**src/rtl/ps2_mouse_packet_ctrl_pkg.sv**
```systemverilog
// rtl/ps2_mouse_packet_ctrl_pkg.sv - shared encodings and constants for the PS/2 mouse packet controller
package ps2_mouse_packet_ctrl_pkg;

    typedef enum logic [2:0] {
        ST_INIT_SEND = 3'd0,
        ST_INIT_ACK  = 3'd1,
        ST_BYTE0     = 3'd2,
        ST_BYTE1     = 3'd3,
        ST_BYTE2     = 3'd4
    } state_e;

    localparam logic [7:0] CMD_ENABLE = 8'hF4;
    localparam logic [7:0] MOUSE_ACK  = 8'hFA;

    // Bit positions inside packet byte 0
    localparam int SYNC  = 3;
    localparam int XSIGN = 4;
    localparam int YSIGN = 5;
    localparam int XOVF  = 6;
    localparam int YOVF  = 7;

endpackage

```
**src/rtl/ps2_mouse_packet_ctrl_timeout_counter.sv**
```systemverilog
// rtl/ps2_mouse_packet_ctrl_timeout_counter.sv - saturating inter-byte / ACK-wait timer
module ps2_timeout_counter #(
    parameter int TIMEOUT_CYCLES = 2_500_000
) (
    input  logic clk,
    input  logic rst,
    input  logic clear,
    input  logic enable,
    output logic expired
);

    localparam int CNT_W = $clog2(TIMEOUT_CYCLES + 1);
    localparam logic [CNT_W-1:0] LIMIT = CNT_W'(TIMEOUT_CYCLES);

    logic [CNT_W-1:0] count_q;

    assign expired = (count_q == LIMIT);

    // Count up while enabled and hold at the limit so the timer never wraps
    always_ff @(posedge clk) begin
        if (!rst) begin
            count_q <= '0;
        end else if (clear) begin
            count_q <= '0;
        end else if (enable && !expired) begin
            count_q <= count_q + CNT_W'(1);
        end
    end

endmodule

```
**src/rtl/ps2_mouse_packet_ctrl.sv**
```systemverilog
// rtl/ps2_mouse_packet_ctrl.sv - PS/2 mouse init sequencer and 3-byte stream packet decoder
module ps2_mouse_packet_ctrl
    import ps2_mouse_packet_ctrl_pkg::*;
#(
    parameter int TIMEOUT_CYCLES = 2_500_000,
    parameter int RETRY_MAX      = 3
) (
    input  logic       clk,
    input  logic       rst,
    input  logic       byte_valid,
    input  logic [7:0] byte_data,
    input  logic       tx_ready,
    output logic       tx_start,
    output logic [7:0] tx_data,
    output logic [8:0] x_delta,
    output logic [8:0] y_delta,
    output logic [2:0] buttons,
    output logic       data_ready,
    output logic       sync_error,
    output logic       init_done,
    output logic       init_fail
);

    localparam int RW = $clog2(RETRY_MAX + 1);

    state_e        state_q, state_d;
    logic [RW-1:0] retry_q;
    logic [6:0]    hdr_q;      // byte 0 without the sync bit: {yovf, xovf, ysign, xsign, buttons}
    logic [7:0]    byte1_q;
    logic          tx_start_q, data_ready_q, sync_error_q, init_done_q, init_fail_q;
    logic [7:0]    tx_data_q;
    logic [8:0]    x_delta_q, y_delta_q;
    logic [2:0]    buttons_q;

    logic send, tmr_clear, tmr_en, tmr_expired;
    logic lat0, lat1, pkt_done, sync_err, ack, fail;

    ps2_timeout_counter #(.TIMEOUT_CYCLES(TIMEOUT_CYCLES)) u_timer (
        .clk     (clk),
        .rst     (rst),
        .clear   (tmr_clear),
        .enable  (tmr_en),
        .expired (tmr_expired)
    );

    // State register
    always_ff @(posedge clk) begin
        if (!rst) begin
            state_q <= ST_INIT_SEND;
        end else begin
            state_q <= state_d;
        end
    end

    // Next-state and per-cycle control; a byte in the same cycle as expiry wins
    always_comb begin
        state_d   = state_q;
        send      = 1'b0;
        tmr_clear = 1'b0;
        tmr_en    = 1'b0;
        lat0      = 1'b0;
        lat1      = 1'b0;
        pkt_done  = 1'b0;
        sync_err  = 1'b0;
        ack       = 1'b0;
        fail      = 1'b0;
        case (state_q)
            ST_INIT_SEND: begin
                if (tx_ready) begin
                    send      = 1'b1;
                    tmr_clear = 1'b1;
                    state_d   = ST_INIT_ACK;
                end
            end
            ST_INIT_ACK: begin
                tmr_en = 1'b1;
                if (byte_valid && byte_data == MOUSE_ACK) begin
                    ack     = 1'b1;
                    state_d = ST_BYTE0;
                end else if (tmr_expired) begin
                    if (retry_q < RW'(RETRY_MAX)) begin
                        state_d = ST_INIT_SEND;
                    end else begin
                        fail    = 1'b1;
                        state_d = ST_BYTE0;
                    end
                end
            end
            ST_BYTE0: begin
                if (byte_valid) begin
                    if (byte_data[SYNC]) begin
                        lat0      = 1'b1;
                        tmr_clear = 1'b1;
                        state_d   = ST_BYTE1;
                    end else begin
                        sync_err = 1'b1;
                    end
                end
            end
            ST_BYTE1: begin
                tmr_en = 1'b1;
                if (byte_valid) begin
                    lat1      = 1'b1;
                    tmr_clear = 1'b1;
                    state_d   = ST_BYTE2;
                end else if (tmr_expired) begin
                    state_d = ST_BYTE0;
                end
            end
            ST_BYTE2: begin
                tmr_en = 1'b1;
                if (byte_valid) begin
                    pkt_done = 1'b1;
                    state_d  = ST_BYTE0;
                end else if (tmr_expired) begin
                    state_d = ST_BYTE0;
                end
            end
            default: state_d = ST_INIT_SEND;
        endcase
    end

    // Strobes, status flags, byte latches and the packet output registers
    always_ff @(posedge clk) begin
        if (!rst) begin
            tx_start_q   <= 1'b0;
            tx_data_q    <= '0;
            retry_q      <= '0;
            data_ready_q <= 1'b0;
            sync_error_q <= 1'b0;
            init_done_q  <= 1'b0;
            init_fail_q  <= 1'b0;
            hdr_q        <= '0;
            byte1_q      <= '0;
            x_delta_q    <= '0;
            y_delta_q    <= '0;
            buttons_q    <= '0;
        end else begin
            tx_start_q   <= send;
            data_ready_q <= pkt_done;
            sync_error_q <= sync_err;
            if (send) begin
                tx_data_q <= CMD_ENABLE;
                retry_q   <= retry_q + RW'(1);
            end
            if (ack) begin
                init_done_q <= 1'b1;
            end
            if (fail) begin
                init_fail_q <= 1'b1;
            end
            if (lat0) begin
                hdr_q <= {byte_data[7:4], byte_data[2:0]};
            end
            if (lat1) begin
                byte1_q <= byte_data;
            end
            if (pkt_done) begin
                x_delta_q <= hdr_q[XOVF-1] ? 9'd0 : {hdr_q[XSIGN-1], byte1_q};
                y_delta_q <= hdr_q[YOVF-1] ? 9'd0 : {hdr_q[YSIGN-1], byte_data};
                buttons_q <= hdr_q[2:0];
            end
        end
    end

    assign tx_start   = tx_start_q;
    assign tx_data    = tx_data_q;
    assign x_delta    = x_delta_q;
    assign y_delta    = y_delta_q;
    assign buttons    = buttons_q;
    assign data_ready = data_ready_q;
    assign sync_error = sync_error_q;
    assign init_done  = init_done_q;
    assign init_fail  = init_fail_q;

endmodule

```
**config.mk**
```make
export PLATFORM = sky130hd
export DESIGN_NAME = ps2_mouse_packet_ctrl
export DESIGN_NICKNAME = d
export VERILOG_FILES = /design/src/rtl/ps2_mouse_packet_ctrl_pkg.sv /design/src/rtl/ps2_mouse_packet_ctrl_timeout_counter.sv /design/src/rtl/ps2_mouse_packet_ctrl.sv
export SDC_FILE = /design/constraint.sdc
export NUM_CORES = 1
export LEC_CHECK = 0
export CAP_MARGIN = 40
export CORE_MARGIN = 2
export CORE_UTILIZATION = 49
export CTS_CLUSTER_DIAMETER = 30
export DETAILED_ROUTE_END_ITERATION = 8
export GPL_TIMING_DRIVEN = 0
export PLACE_DENSITY = 0.75
export SYNTH_ARGS = -nofsm -noshare
export SYNTH_HDL_FRONTEND = slang
export SYNTH_SLANG_ARGS = --single-unit
```
**constraint.sdc**
```tcl
create_clock -name clk -period 2 [get_ports clk]
set_clock_uncertainty 0.05 [all_clocks]
set_input_delay 0.5 -clock clk [delete_from_list [all_inputs] [get_ports clk]]
set_output_delay 0.5 -clock clk [all_outputs]
set_load 0.03 [all_outputs]
```
Yosys cells after proc, flatten, opt, wreduce, memory -nomap -nowiden
Index checks and enable logic that the tools add are counted.
- flip-flop bits (word level): 69
- bits of input ports: 12
- output and inout bits: 34
- logic and storage cells: 65
- $add $sub $neg: 2
- magnitude comparators: 1
- equal/unequal tests: 10
- muxes and demuxes: 29
- bitwise operators: 1
- reduce and logical (&&, ||, !) cells: 8
- operators with widths (operator ; count):
    3-bit two-way mux ; 8
    22-bit by 1-bit adder with 22-bit output, second input constant ; 1
    22-bit == test, second input constant ; 1
    9-bit two-way mux ; 2
    1-bit two-way mux ; 16
    3-bit case mux with 5 select lines ; 1
    8-bit == test, second input constant ; 1
    3-bit by 2-bit == test with 1-bit output, second input constant ; 2
    2-bit != test, second input constant ; 3
    4-bit AND reduction ; 1
    3-bit by 1-bit == test with 1-bit output, second input constant ; 1
    3-bit == test, second input constant ; 1
    3-bit zero test ; 1
    3-bit by 2-bit != test with 1-bit output, second input constant ; 1
    1-bit case mux with 3 select lines ; 1
    3-bit AND reduction ; 1
    3-bit OR reduction ; 1
    2-bit by 1-bit adder with 2-bit output, second input constant ; 1
    1-bit logical AND ; 2
    2-bit less-than comparator, second input constant ; 1
    2-bit two-way mux ; 1
    2-bit OR reduction ; 1
    1-bit zero test ; 1
    1-bit inverter ; 1

Logic depth before layout (Yosys ltp)
- depth after elaboration: 5
- mapped depth: 6
- gate-level depth less buffers: 6

By module
From an unflattened synthesis, not the netlist that was laid out.
- cells, all modules: 321
- area total of the unflattened synthesis: 3011.6 sq um
- modules (own cells, without submodules) (module ; times used ; cells an instance ; area each (sq um) ; seq. area each (sq um)):
    ps2_mouse_packet_ctrl ; 1 ; 188 ; 1891.8 ; 940.9
    ps2_timeout_counter ; 1 ; 133 ; 1119.8 ; 440.4

Least setup slack after synthesis
Ideal clock, no wire load.
- path type: in2reg
- start point: input port tx_ready
- end point: register u_timer.count_q[11]
- library setup time: 0.128 ns
- data arrival time: 1.779 ns
- data required time: 1.822 ns
- slack: 0.043 ns
- stages: 5
- path buffers: 1
- cell sequence: nor4b_1 a2111oi_2 buf_2 o211ai_1 o31ai_1
- word-level cells in the longest chain between the ends: 3
- RTL lines (what ; line ; source):
    start, declared ; ps2_mouse_packet_ctrl.sv:12 ; input logic tx_ready,
    1-bit two-way mux ; ps2_mouse_packet_ctrl.sv:69 ; if (tx_ready) begin
    1-bit case mux with 3 select lines ; ps2_mouse_packet_ctrl.sv:67 ; case (state_q)
    2-bit OR reduction (no source line) ; n/a ;
    end signal, assigned ; ps2_mouse_packet_ctrl_timeout_counter.sv:26 ; count_q <= count_q + CNT_W'(1);
    end, declared ; ps2_mouse_packet_ctrl_timeout_counter.sv:15 ; logic [CNT_W-1:0] count_q;
No other way between the ends.
A chain may end at the register's enable or synchronous reset.

Final worst setup path
- start point: input port byte_valid
- end point: register u_timer.count_q[15]
- word-level cells in the longest chain between the ends: 3
- elaborated cells on any way between the ends: 4
- classes of those cells: mux (3); reduce/logical (1)
- RTL lines (what ; line ; source):
    start, declared ; ps2_mouse_packet_ctrl.sv:10 ; input logic byte_valid,
    1-bit two-way mux, on equally long branches ; ps2_mouse_packet_ctrl.sv:102, ps2_mouse_packet_ctrl.sv:90 ;
    1-bit case mux with 3 select lines * ; ps2_mouse_packet_ctrl.sv:67 ;
    2-bit OR reduction (no source line) * ; n/a ;
Mark *: on every way between the ends. The rest lies on a longest branch, timed or not.

==> results.md <==
* Gate count of the mapped netlist at roughly 370
* PnR Total Power at around 2.8 mW
* Routed WL at about 7600 µm
* Clock Sinks at between 60 and 70
* Outcome: complete, no violations
* Final setup vio count at 0
* R2R Path Start: state_q[2]
* Hold Path Origin: hdr_q[1]
* Tcrit/Tclk final at 0.981
* Inserted Diodes at 0
* Wire length on met1 at about 3500 µm
* Port Buffer Count at 41
* Max incr delay on CP at between 0.4 and 0.5 ns
* Vias in the first global route at ~2600
* FFs w/ async S/R, synth at 0
* Final HPWL from detailed placement at around 5200 µm
* Primary FF master, synth: dfxtp_1
* Post-DRT Antenna Nets at 0
* Minimum clock period at 1.96 ns
* Maxcap violations at 0
* Register area at roughly 0.0014 mm²
* FF-to-FF path depth at 4
* Syn avg cell area at approximately 8.5 µm²
* Data required, critical path at about 2.2 ns
* Final TNS setup at 0 ns
* Max Freq at 0.510 GHz
* Core area at approximately 0.0063 mm²
* Root buf cell: clkbuf_8
* Antenna violations before repair at 0
* Synth cell types at between 40 and 50
* PD cells at about 700 mW/mm²
* Leak at between 1 and 1.5 nW
* Wirelength per Cell at roughly 15 µm
* RSZ-0062 raised after global routing: no
* Remaining routing DRC violations at 0
* Largest net degree at the start of global routing at 14
* Hold path depth at 2
* Register bit total from synthesis at 69
* Met2 WL at around 3800 µm
* YS warnings at 0
* CTS tree: built
* Final Max Slew Viols at 0
* Startpoint Class: input port
* # rows at 29
* Share of cells above drive strength 1 at 0.142
* WL met3 at between 200 and 300 µm
* Hold Buf Count CTS at 0
* Setup CP Type: input port to register
* Crit end category: register
* CP Cell Sequence: clkdlybuf4s50_1 > and4bb_2 > a2111oi_4 > buf_4 > nand2b_1 > o31ai_2
* Post-synthesis sequential area ratio at 0.441
* Critical Path AT at 2.17 ns
* WHS Endpoint: buttons[1]
* Gpl congestion at approximately 0.83
* Worst skew pair latency at about 0.35 ns
* Area of the multi-input gates at roughly 0.0016 mm²
* Die height at between 80 and 90 µm
* Top Metal Used: met4
* Worst hold path class: register to register
* CP max FO at 4
* Reg2Reg Setup Slack at ~0.05 ns
* Worst VDD drop at between 0.4 and 0.5 mV
* H-tree levels at 3
* Final Util at 0.632
* Tot GR Track Use at 0.222
* DRT Pass-1 Iters at 4
* Die Width at 84.0 µm
* DR iter-0 viols at about 130
* First-pass GRT wire length at around 13000 µm
* DR vias/cell at roughly 5.6
* Number of flops mapped to enable cells by yosys at 0
* IO Pins at 46
* Die area at 0.00705 mm²
* Num CTS Buffers at 9
* Initial Util at 0.499
* Clock Pin Slew Worst Setup and Hold Paths at 0.08 ns
* # fillers at between 500 and 600
* R2R Path End: u_timer.count_q[18]
* Final #Nets at 440
* DR vias at 2817
* CTS Buffer Depth at 2
* Final Hold Vio Count at 0
* Netlist Area Pre-Place at around 0.0031 mm²
* Global route overflow at 0
* Slowest CP cell: clkdlybuf4s50_1
* Synth-to-layout area growth at 26.6%
report_power, final:
| part | total (mW) | leakage [nW] | switching (mW) | internal, mW |
|---|---|---|---|---|
| Combinational | 0.229 | 0.704 | 0.132 | 0.0969 |
| Sequential | 1.40 | 0.559 | 0.0124 | 1.38 |
| Clock | 1.15 | 0.100 | 0.569 | 0.582 |
flip-flops by register name (all words and copies together), names as in the netlist:
name / cells
sync_error: 1
data_ready: 1
byte1_q: 8
state_q: 3
retry_q: 2
hdr_q: 7
x_delta: 9
u_timer.count_q: 22
y_delta: 9
tx_start: 1
init_fail: 1
buttons: 3
init_done: 1
tx_data: 1
cells by family after synthesis:
kind of cell	after synthesis	synth area share
AOI/OAI and AO/OA	81	0.150
and+or+nand+nor	162	0.283
xor gates and xnor gates	5	0.0140
other	1	0.00120
buffers and inverters	36	0.0607
DFF	69	0.441
adders and majority gates	3	0.0120
muxes	12	0.0383
timing repair:
item                                    4_1_cts  5_1_grt
endpoints found under the setup margin       48       36
setup buffers                                 2        1
pin swaps                                     3        2
gates resized for setup                      24       10
worst max-delay path, delay by kind of cell:
family / cells / cell delay, ns
AND/OR/NAND/NOR: 2 / 0.37
buffers and inverters: 2 / 0.67
AO/OA/AOI/OAI: 2 / 0.63
cell type report:
| class | count | area share |
|---|---|---|
| multi-input cells | 266 | 0.415 |
| flip-flops and latches | 69 | 0.351 |
| repair buffers | 45 | 0.109 |
| plain buffers | 26 | 0.0438 |
| clock buffers | 9 | 0.0312 |
| well taps | 77 | 0.0243 |
| clock inverters | 7 | 0.0186 |
| inverters | 8 | 0.00757 |
stage by stage:
step	area (µm²)	hold WS, ns	worst slack [ns]	std cells
2_1_floorplan	3140	0.382	0.0431	371
3_3_place_gp	3650	0.389	-0.904	489
3_5_place_dp	3650	0.393	-0.759	490
4_1_cts	3930	0.402	0.0140	507
5_1_grt	3970	0.415	0.000858	507
6_report	3970	0.400	0.0387	507
layout by cell type (no fill, tap or decap), types with 8 or more instances in the layout:
master and n:
o21ai_0 12, a21oi_1 47, nand2_1 57, dfxtp_1 66, buf_4 13, nand3_1 9
nand3b_1 20, clkbuf_8 11, mux2i_1 12, nand2b_1 8, clkdlybuf4s50_1 36, nor2_1 20
cells in the mapped netlist, drive strengths merged (9+ instances only):
cell | instances | area, µm²
dfxtp | 69 | 1380
nand2 | 59 | 221
a21oi | 47 | 235
nand3b | 20 | 150
nor2 | 20 | 75.1
buf | 15 | 101
clkbuf | 13 | 58.8
mux2i | 12 | 120
o21ai | 12 | 60.1
nand3 | 9 | 45.0
or3 | 9 | 62.6
per-layer routing:
metal  up-vias  global-route usage
li1       1407                   -
met1      1348               0.287
met2        53               0.368
met3         9              0.0514
met4         0              0.0718
met5         -                   0
how the worst max path moves through the flow:
| stage | startpoint | cells after the start | end | slack [ns] |
|---|---|---|---|---|
| finish | byte_valid | 6 | u_timer.count_q[15] | 0.04 |
| global route | state_q[0] | 5 | u_timer.count_q[19] | 0.0009 |
| CTS | state_q[1] | 4 | u_timer.count_q[18] | 0.01 |
| detailed placement | byte_valid | 7 | u_timer.count_q[15] | -0.76 |
| global placement | tx_ready | 6 | u_timer.count_q[15] | -0.90 |
| floorplan | tx_ready | 5 | u_timer.count_q[11] | 0.04 |
Note: power is estimated with default switching activity, not from simulation.
